===== src/rtl/ooop_types.sv =====
// Shared types for the out-of-order pipeline: issue-queue entry layout and
// physical-register constants.
// Latency: n/a (types only). Backpressure: n/a.
package ooop_types;

  // Widths of the default build; issue_queue parameters default to these.
  localparam int IQ_OP_W  = 32;
  localparam int IQ_TAG_W = 7;

  // Physical register 0 is the "no register" encoding: never busy, never broadcast.
  localparam logic [IQ_TAG_W-1:0] PREG_ZERO = '0;

  typedef struct packed {
    logic                valid;
    logic [IQ_OP_W-1:0]  payload;
    logic [IQ_TAG_W-1:0] rob_tag;
    logic [IQ_TAG_W-1:0] prd;
    logic                rd_used;
    logic [IQ_TAG_W-1:0] prs1;
    logic                rdy1;
    logic [IQ_TAG_W-1:0] prs2;
    logic                rdy2;
  } iq_entry_t;

  // True when a CDB broadcast produces physical register prs.
  function automatic logic cdb_hit(input logic                cdb_v,
                                   input logic [IQ_TAG_W-1:0] cdb_prd,
                                   input logic [IQ_TAG_W-1:0] prs);
    return cdb_v && (cdb_prd != PREG_ZERO) && (cdb_prd == prs);
  endfunction

  // Source readiness at dispatch time, including same-cycle CDB bypass.
  function automatic logic src_ready(input logic [IQ_TAG_W-1:0] prs,
                                     input logic                busy_rdy,
                                     input logic                cdb_v,
                                     input logic [IQ_TAG_W-1:0] cdb_prd);
    return busy_rdy || (prs == PREG_ZERO) || cdb_hit(cdb_v, cdb_prd, prs);
  endfunction

endpackage


===== src/rtl/prio_pick.sv =====
// Fixed-priority picker: one-hot grant of the lowest-index set request bit.
// Latency: combinational. Backpressure: none (pure function of req_i).
// Ports: req_i request vector; gnt_o one-hot grant; any_o some request set.
module prio_pick #(
  parameter int N = 8
) (
  input  logic [N-1:0] req_i,
  output logic [N-1:0] gnt_o,
  output logic         any_o
);

  // Two's-complement trick isolates the lowest set bit.
  assign gnt_o = req_i & (~req_i + N'(1));
  assign any_o = |req_i;

endmodule


===== src/rtl/issue_queue.sv =====
// Reservation-station queue: holds renamed uops, wakes sources from the CDB,
// issues the lowest-index ready uop. Latency: dispatch->issue >= 1 cycle, CDB->eligible 1 cycle.
// Backpressure: disp_ready_o drops when full (registered count); issue holds on !iss_ready_i.
// Ports: clk/rst (sync, active-high), flush_i; disp_* dispatch side; cdb_* wakeup
// broadcast; iss_* valid/ready issue side to the FU; count_o occupancy.
module issue_queue
  import ooop_types::*;
#(
  parameter int DEPTH = 8,
  parameter int OP_W  = IQ_OP_W,   // must match the package entry layout
  parameter int TAG_W = IQ_TAG_W   // must match the package entry layout
) (
  input  logic                       clk,
  input  logic                       rst,
  input  logic                       flush_i,
  input  logic                       disp_valid_i,
  output logic                       disp_ready_o,
  input  logic [OP_W-1:0]            disp_payload_i,
  input  logic [TAG_W-1:0]           disp_rob_tag_i,
  input  logic [TAG_W-1:0]           disp_prd_i,
  input  logic                       disp_rd_used_i,
  input  logic [TAG_W-1:0]           disp_prs1_i,
  input  logic [TAG_W-1:0]           disp_prs2_i,
  input  logic                       disp_rs1_rdy_i,
  input  logic                       disp_rs2_rdy_i,
  input  logic                       cdb_valid_i,
  input  logic [TAG_W-1:0]           cdb_prd_i,
  output logic                       iss_valid_o,
  input  logic                       iss_ready_i,
  output logic [OP_W-1:0]            iss_payload_o,
  output logic [TAG_W-1:0]           iss_rob_tag_o,
  output logic [TAG_W-1:0]           iss_prd_o,
  output logic [TAG_W-1:0]           iss_prs1_o,
  output logic [TAG_W-1:0]           iss_prs2_o,
  output logic                       iss_rd_used_o,
  output logic [$clog2(DEPTH+1)-1:0] count_o
);

  localparam int CNT_W = $clog2(DEPTH+1);

  iq_entry_t        entries_q [DEPTH];
  iq_entry_t        entries_d [DEPTH];
  logic [CNT_W-1:0] count_q, count_d;

  logic [DEPTH-1:0] valid_vec, ready_vec;
  logic [DEPTH-1:0] free_gnt, iss_gnt;
  logic             free_any, iss_any;
  logic             disp_fire, iss_fire;

  always_comb begin
    for (int i = 0; i < DEPTH; i++) begin
      valid_vec[i] = entries_q[i].valid;
      ready_vec[i] = entries_q[i].valid && entries_q[i].rdy1 && entries_q[i].rdy2;
    end
  end

  prio_pick #(.N(DEPTH)) u_free_pick (
    .req_i (~valid_vec),
    .gnt_o (free_gnt),
    .any_o (free_any)
  );

  prio_pick #(.N(DEPTH)) u_iss_pick (
    .req_i (ready_vec),
    .gnt_o (iss_gnt),
    .any_o (iss_any)
  );

  // Full is judged from the registered count only, so a slot freed by an
  // issue this cycle is not reusable until the next cycle.
  assign disp_ready_o = (count_q != CNT_W'(DEPTH));
  assign disp_fire    = disp_valid_i && disp_ready_o && free_any;
  assign iss_valid_o  = iss_any;
  assign iss_fire     = iss_any && iss_ready_i;
  assign count_o      = count_q;

  // AND-OR mux over the one-hot grant; all fields read 0 when nothing is ready.
  always_comb begin
    iss_payload_o = '0;
    iss_rob_tag_o = '0;
    iss_prd_o     = '0;
    iss_prs1_o    = '0;
    iss_prs2_o    = '0;
    iss_rd_used_o = 1'b0;
    for (int i = 0; i < DEPTH; i++) begin
      if (iss_gnt[i]) begin
        iss_payload_o = iss_payload_o | entries_q[i].payload;
        iss_rob_tag_o = iss_rob_tag_o | entries_q[i].rob_tag;
        iss_prd_o     = iss_prd_o     | entries_q[i].prd;
        iss_prs1_o    = iss_prs1_o    | entries_q[i].prs1;
        iss_prs2_o    = iss_prs2_o    | entries_q[i].prs2;
        iss_rd_used_o = iss_rd_used_o | entries_q[i].rd_used;
      end
    end
  end

  // Next-state: wakeup on held entries, clear the issued slot, write the free slot.
  // The issued slot is always valid and the free slot never is, so they cannot collide.
  always_comb begin
    for (int i = 0; i < DEPTH; i++) begin
      entries_d[i] = entries_q[i];
      if (entries_q[i].valid) begin
        if (cdb_hit(cdb_valid_i, cdb_prd_i, entries_q[i].prs1)) entries_d[i].rdy1 = 1'b1;
        if (cdb_hit(cdb_valid_i, cdb_prd_i, entries_q[i].prs2)) entries_d[i].rdy2 = 1'b1;
      end
      if (iss_fire && iss_gnt[i]) begin
        entries_d[i].valid = 1'b0;
      end
      if (disp_fire && free_gnt[i]) begin
        entries_d[i].valid   = 1'b1;
        entries_d[i].payload = disp_payload_i;
        entries_d[i].rob_tag = disp_rob_tag_i;
        entries_d[i].prd     = disp_prd_i;
        entries_d[i].rd_used = disp_rd_used_i;
        entries_d[i].prs1    = disp_prs1_i;
        entries_d[i].prs2    = disp_prs2_i;
        entries_d[i].rdy1    = src_ready(disp_prs1_i, disp_rs1_rdy_i, cdb_valid_i, cdb_prd_i);
        entries_d[i].rdy2    = src_ready(disp_prs2_i, disp_rs2_rdy_i, cdb_valid_i, cdb_prd_i);
      end
    end
    count_d = count_q + CNT_W'(disp_fire) - CNT_W'(iss_fire);
  end

  // Flush and reset take precedence over everything else in that cycle.
  always_ff @(posedge clk) begin
    if (rst || flush_i) begin
      for (int i = 0; i < DEPTH; i++) begin
        entries_q[i] <= '0;
      end
      count_q <= '0;
    end else begin
      for (int i = 0; i < DEPTH; i++) begin
        entries_q[i] <= entries_d[i];
      end
      count_q <= count_d;
    end
  end

endmodule


===== config.mk =====
export PLATFORM = sky130hd
export DESIGN_NAME = issue_queue
export DESIGN_NICKNAME = d
export VERILOG_FILES = /design/src/rtl/ooop_types.sv /design/src/rtl/prio_pick.sv /design/src/rtl/issue_queue.sv
export SDC_FILE = /design/constraint.sdc
export NUM_CORES = 1
export LEC_CHECK = 0
export BUFFER_PORTS_ARGS = -buffer_cell sky130_fd_sc_hd__buf_4
export CORE_MARGIN = 1.5
export CORE_UTILIZATION = 55
export CTS_CLUSTER_DIAMETER = 150
export DETAILED_ROUTE_END_ITERATION = 7
export PLACE_DENSITY = 0.76
export SYNTH_ARGS = -nofsm -noshare
export SYNTH_HDL_FRONTEND = slang
export SYNTH_SLANG_ARGS = --single-unit

===== constraint.sdc =====
create_clock -name clk -period 2.7 [get_ports clk]
set_clock_uncertainty 0.05 [all_clocks]
set_input_delay 0.27 -clock clk [delete_from_list [all_inputs] [get_ports clk]]
set_output_delay 0.27 -clock clk [all_outputs]
set_load 0.02 [all_outputs]

==> metrics.cfg, run 1 <==
[outcome]
status = finished with violations
violations = negative setup slack

[cts]
numCtsBuffers = 53
path_clk_slew_ns = 0.07
cts_tree = yes
insertion_delay_ns = 0.60
root_buffer = clkbuf_16
htree_levels = 2
cts.path.max_buffers = 3
cts.sinks = 516

[routing]
wl_per_cell_um = 21.3
dr.pass1.iters = 8
ant_nets = 0
drc = 0
wirelength_um = 76400
post_drt_via_cell_ratio = 6.24
vias = 22300
drt_iter0_markers = 2545

[timing]
rsz0062_at_grt = yes
max_freq_mhz = 354
finalHoldViolCount = 0
final_max_slew_viol_count = 0
finalCritPeriodShare_pct = 105
min_period_ns = 2.82
whs_ns = 0.0587
relSlewSlack_pct = 34.2
worst_slew_pin_slew_ns = 0.977
fin_ws_ns = -0.125
setup_violations = 60

[power_and_ir_drop]
switchingPower_mw = 3.58
p_comb_share_pct = 5.5
clkPwrFrac_pct = 45.4
power.density_nw_per_um2 = 575
p_seq_share_pct = 49.1
netSwitchingFraction_pct = 22.8
leakagePower_nw = 9.24
ir_drop_uv = 472
p_int_mw = 12.1

[critical_path]
critPathLaunchType = register
critPathMaxFanout = 10
required_ns = 2.38
path_class = reg -> out
path_cells = buf_6 -> and3_4 -> buf_6 -> nor2_4 -> buf_12 -> buf_16 -> a221o_1 -> o21ai_1 -> nand3_1 -> buf_4
crit_family = buffers and inverters
worstPathArrival_ns = 2.50
worst_path_largest_cell_delay_ns = 0.34
cpMostUsedCell = buf_6
cpMaxStageDelayCell = dfxtp_2
r2r_setup_slack_ns = 0.11
crit_path_start = entries_q[0][127]
crit_path_end_kind = output pin
cp_num_buf_inv = 5
rr_worst_depth = 13
timing.rr.end = count_o[2]
r2r-start = entries_q[0][8]

[final_layout]
diodes = 0
drive_gt1_share_pct = 14.0
area_delta_synth_final_pct = 19.3
nNetsFinal = 3092
final_area_um2 = 27200
multi_input_area_um2 = 11400
seqCellArea_um2 = 10400
utilization_pct = 66.5
num-fill-cells = 3289

[logic_synthesis]
synth_edf_count = 0
yosysTopAreaCellShare_pct = 45.3
netlist_instances = 2958
avgSynthCellArea_um2 = 7.71
synth_warnings = 0
synth_cell_type_count = 50
synth_async_sr_flop_share_pct = 0
ys_seq_area_share_pct = 45.3
post-synth-top-count-cell = nand2_1
synth-seq-cells = 516
synth_area_leaders = dfxtp_1 (45%), nand2_1 (17%), a21oi_1 (11%)
ys.flop_type = dfxtp_1
synth_fp_nets = 3040
syn_area_um2 = 22800
synth_commonest_cells = nand2_1 (1043), dfxtp_1 (516), a21oi_1 (493)
yosysTopAreaCell = dfxtp_1

[global_routing]
overflow = 0
grt_pass1_wl_um = 114000
grt_pass1_vias = 21100
antenna_found_initial = 0
gr-usage-all-layers_pct = 33.8
grt_max_degree = 130

[floorplanning]
initial_core_util_pct = 55.8
core_um2 = 40900
die_area_um2 = 42700
row_count = 74
die_w_um = 207
io_pins = 143
die_h_um = 207

[run]
drv_cap = 0

[worst_hold_path]
hold_path_class = in -> reg
worstHoldStart = flush_i
worstHoldPathCells = 3
min_to = entries_q[0][223]

[placed_design]
portBuffers = 142
pre_cts_ws_ns = 0.243
globalplace.congestion = 0.900
placed_area_um2 = 24000
hpwl_um = 43200

## layout make-up
| cell class | count | share of cell area, % |
|---|---|---|
| multi-input cells | 2123 | 41.9 |
| flip-flops and latches | 516 | 38.0 |
| repair buffers | 310 | 11.5 |
| clock buffers | 84 | 5.74 |
| well taps | 532 | 2.44 |
| clock inverters | 9 | 0.349 |
| inverters | 6 | 0.0827 |
## worst max-delay path by stage
stage | end | slack (ns) | cells past startpoint
after floorplan | count_o[1] | 0.006 | 12
after detailed placement | count_o[2] | 0.24 | 12
after global routing | iss_payload_o[17] | -0.14 | 10
after CTS | iss_prd_o[4] | -0.03 | 8
after global placement | count_o[1] | 0.29 | 11
final | iss_payload_o[23] | -0.12 | 10
## power groups by stage
stage / combinational, mW / sequential, mW / clock, mW
after floorplan: 0.496 / 7.85 / 0
after global placement: 0.735 / 7.85 / 0
after detailed placement: 0.752 / 7.85 / 0
after CTS: 0.832 / 7.68 / 7.14
after global routing: 0.906 / 7.69 / 7.46
final: 0.858 / 7.69 / 7.12
## what timing repair did
item | CTS | global route
hold endpoints to repair | 494 | 0
endpoints found under the setup margin | 61 | 62
gates cloned | 2 | 8
pin swaps | 38 | 58
hold buffers | 62 | 0
gates resized for setup | 29 | 146
setup buffers | 11 | 9
## registers in the layout (all words and copies together), names as in the netlist
signal	cells
count_o	4
entries_q	512
## tightest hold or removal path: cells and delay by family
kind,cells,cell delay [ns]
and+or+nand+nor,1,0.23
buffers and inverters,1,0.09
AOI/OAI and AO/OA,1,0.06
## through the flow
step,TNS (ns),power (mW),cells
final,-3.45,15.7,3580
after global routing,-5.97,16.1,3580
after CTS,-0.348,15.7,3564
after detailed placement,0,8.60,3396
after global placement,0,8.58,3396
after floorplan,0,8.34,2958
## layout by cell type, fill, tap and decap left out, types with 5 or more instances in the layout
cell,n
nand2_1,1035
dfxtp_1,499
a21oi_1,493
buf_4,165
xnor2_1,68
dlygate4sd3_1,62
a222oi_1,61
xor2_1,60
clkbuf_16,57
buf_6,49
a221o_1,47
a22o_1,47
nand3_1,36
nor2_1,28
buf_12,27
nor4_1,21
o21ai_1,20
clkbuf_1,19
o21ai_0,18
nand4_1,18
a311oi_1,17
nand3_2,15
dfxtp_2,15
o21ai_2,14
a22oi_1,14
o22a_1,14
clkbuf_8,12
nor3_1,11
nand2_2,8
a221oi_2,8
a211oi_1,8
clkinv_2,7
inv_1,6
nor2_4,6
a221oi_4,6
nand3_4,5
ha_1,5
## logic make-up after synthesis
logic type / count (synthesis) / synth area share [%]
AO/OA/AOI/OAI: 776 / 21.3
XOR/XNOR: 128 / 4.91
adder cells (fa/ha/maj): 6 / 0.362
buffers and inverters: 319 / 6.73
flip-flops: 516 / 45.3
AND/OR/NAND/NOR: 1213 / 21.5
## layer usage
layer / up-vias / track usage [%] / wire, um / part of all wire, %
met5: - / 0 / 0 / 0
met4: 0 / 16.3 / 3510 / 4.6
met3: 266 / 6.11 / 8420 / 11
met2: 1324 / 56.0 / 35600 / 47
met1: 10600 / 42.7 / 28800 / 38
li1: 10200 / - / - / -
(Power assumes the default switching activity.)
==> run 2, diff against run 1 <==
--- a/config.mk
+++ b/config.mk
@@ -14,3 +14,4 @@
 export SYNTH_ARGS = -nofsm -noshare
 export SYNTH_HDL_FRONTEND = slang
 export SYNTH_SLANG_ARGS = --single-unit
+export TNS_END_PERCENT = 20
==> metrics.cfg, run 2 (same netlist as run 1, synthesis figures left out) <==
[outcome]
violations = design-rule violations, negative setup slack
status = finished with violations

[routing]
dr.pass1.iters = 8  ; unchanged
ant_nets = 0  ; unchanged
wl_per_cell_um = 21.3  ; -0.44%
wirelength_um = 76100  ; -0.44%
post_drt_via_cell_ratio = 6.26  ; +0.24%
vias = 22400  ; +0.24%
drt_iter0_markers = 2795  ; +9.8%
drc = 6  ; +6

[power_and_ir_drop]
leakagePower_nw = 9.18  ; -0.61%
power.density_nw_per_um2 = 577  ; +0.38%
ir_drop_uv = 468  ; -0.90%
power_mw = 15.6  ; about the same

[critical_path]
worstPathArrival_ns = 2.52  ; +0.02 ns
path_class = reg -> out
rr_worst_depth = 13  ; unchanged
required_ns = 2.38  ; about the same
critPathLaunchType = register
crit_path_end_kind = output pin
critPathMaxFanout = 10  ; unchanged
r2r_setup_slack_ns = 0.16  ; +0.05 ns

[timing]
rsz0062_at_grt = yes
finalCritPeriodShare_pct = 105  ; +0.56 points
final_max_slew_viol_count = 0  ; unchanged
finalHoldViolCount = 0  ; unchanged
whs_ns = 0.0570  ; -0.00169 ns
worst_slew_pin_slew_ns = 0.979  ; +0.00139 ns
min_period_ns = 2.84  ; +0.0152 ns
fin_ws_ns = -0.140  ; -0.0152 ns
fin_setup_tns_ns = -6.03  ; -2.58 ns
max_freq_mhz = 352  ; -0.54%
setup_violations = 61  ; +1.7%
relSlewSlack_pct = 34.2  ; -0.093 points

[final_layout]
diodes = 0  ; unchanged
layout_commonest_cell = nand2_1
nNetsFinal = 3092  ; unchanged
final_area_um2 = 27100  ; -0.46%
area_delta_synth_final_pct = 18.8
largest_reg_flops = 512  ; unchanged
layout_common_cells = nand2_1 (1039), dfxtp_1 (499), a21oi_1 (493)
largest_register = entries_q
drive_gt1_share_pct = 13.4  ; -0.66 points
num-fill-cells = 3303  ; +0.43%

[floorplanning]
die_w_um = 207  ; unchanged
core_um2 = 40900  ; unchanged
die_h_um = 207  ; unchanged
io_pins = 143  ; unchanged
initial_core_util_pct = 55.8  ; unchanged
row_count = 74  ; unchanged
die_area_um2 = 42700  ; unchanged

[cts]
insertion_delay_ns = 0.60  ; about the same
cts.sinks = 516  ; unchanged
root_buffer = clkbuf_16
path_clk_slew_ns = 0.06  ; about the same
htree_levels = 2  ; unchanged
cts_tree = yes
numCtsBuffers = 53  ; unchanged
cts.path.max_buffers = 3  ; unchanged

[global_routing]
overflow = 0  ; unchanged
gr-usage-all-layers_pct = 33.8  ; unchanged
antenna_found_initial = 0  ; unchanged
grt_pass1_wl_um = 114000  ; about the same
grt_pass1_vias = 21100  ; -0.024%
grt_max_degree = 130  ; unchanged

[placed_design]
globalplace.congestion = 0.900  ; unchanged
hpwl_um = 43200  ; unchanged
portBuffers = 142  ; unchanged
placed_area_um2 = 24000  ; unchanged

[run]
drv_cap = 0  ; unchanged

[worst_hold_path]
worstHoldPathCells = 3  ; unchanged
hold_path_class = in -> reg

[run 2: timing repair]
action                                 in CTS  in global routing
hold buffers                               62                  0
pin swaps                                  36                 47
gates cloned                                2                  8
setup buffers                              11                 10
setup endpoints to repair                  61                 62
endpoints found under the hold margin     494                  0
resized for setup                          27                103
[run 2: routing by layer]
metal | up-vias | wire length (um) | GRT usage [%]
met1 | 10600 | 28500 | 42.7
met2 | 1375 | 35700 | 56.0
met4 | 0 | 3210 | 16.3
li1 | 10200 | - | -
met5 | - | 0 | 0
met3 | 232 | 8660 | 6.11
[run 2: path summary, 6_finish.rpt]
path | from | end
setup reg to reg | entries_q[0][8] | count_o[2]
hold reg to reg | entries_q[0][20] | entries_q[0][20]
setup / recovery | entries_q[0][127] | iss_prd_o[4]
hold / removal | rst | entries_q[0][223]
[run 2: stage by stage]
step / utilization, % / setup slack (ns) / std cells
after global placement: 58.7 / 0.293 / 3396
after global routing: 66.2 / -0.158 / 3580
after floorplan: - / 0.00577 / 2958
after detailed placement: 58.7 / 0.243 / 3396
final: 66.2 / -0.140 / 3580
after CTS: 64.8 / -0.0292 / 3564
[run 2: critical path, cell delays in order (launching register included)]
cell	delay [ns]
dfxtp_2	0.34
buf_6	0.11
and3_4	0.20
nor4b_4	0.43
buf_6	0.23
buf_12	0.17
a222oi_1	0.10
nand3_1	0.18
buf_6	0.14
[run 2: area by class of cell]
class                      instances  area (um2)  area share, %
multi-input combinational       2123       11300           41.7
tap                              532         666           2.46
clock buffer                      84        1560           5.77
inverter                           6        22.5         0.0831
timing repair buffer             310        3100           11.4
clock inverter                     9        95.1          0.351
sequential                       516       10400           38.2
[run 2: power breakdown]
| group | leakage (nW) | switching, mW | internal, mW | total [mW] |
|---|---|---|---|---|
| combinational | 4.19 | 0.549 | 0.306 | 0.855 |
| sequential | 4.17 | 0.0293 | 7.66 | 7.68 |
| clock | 0.817 | 2.98 | 4.12 | 7.11 |
| total | 9.18 | 3.56 | 12.1 | 15.6 |
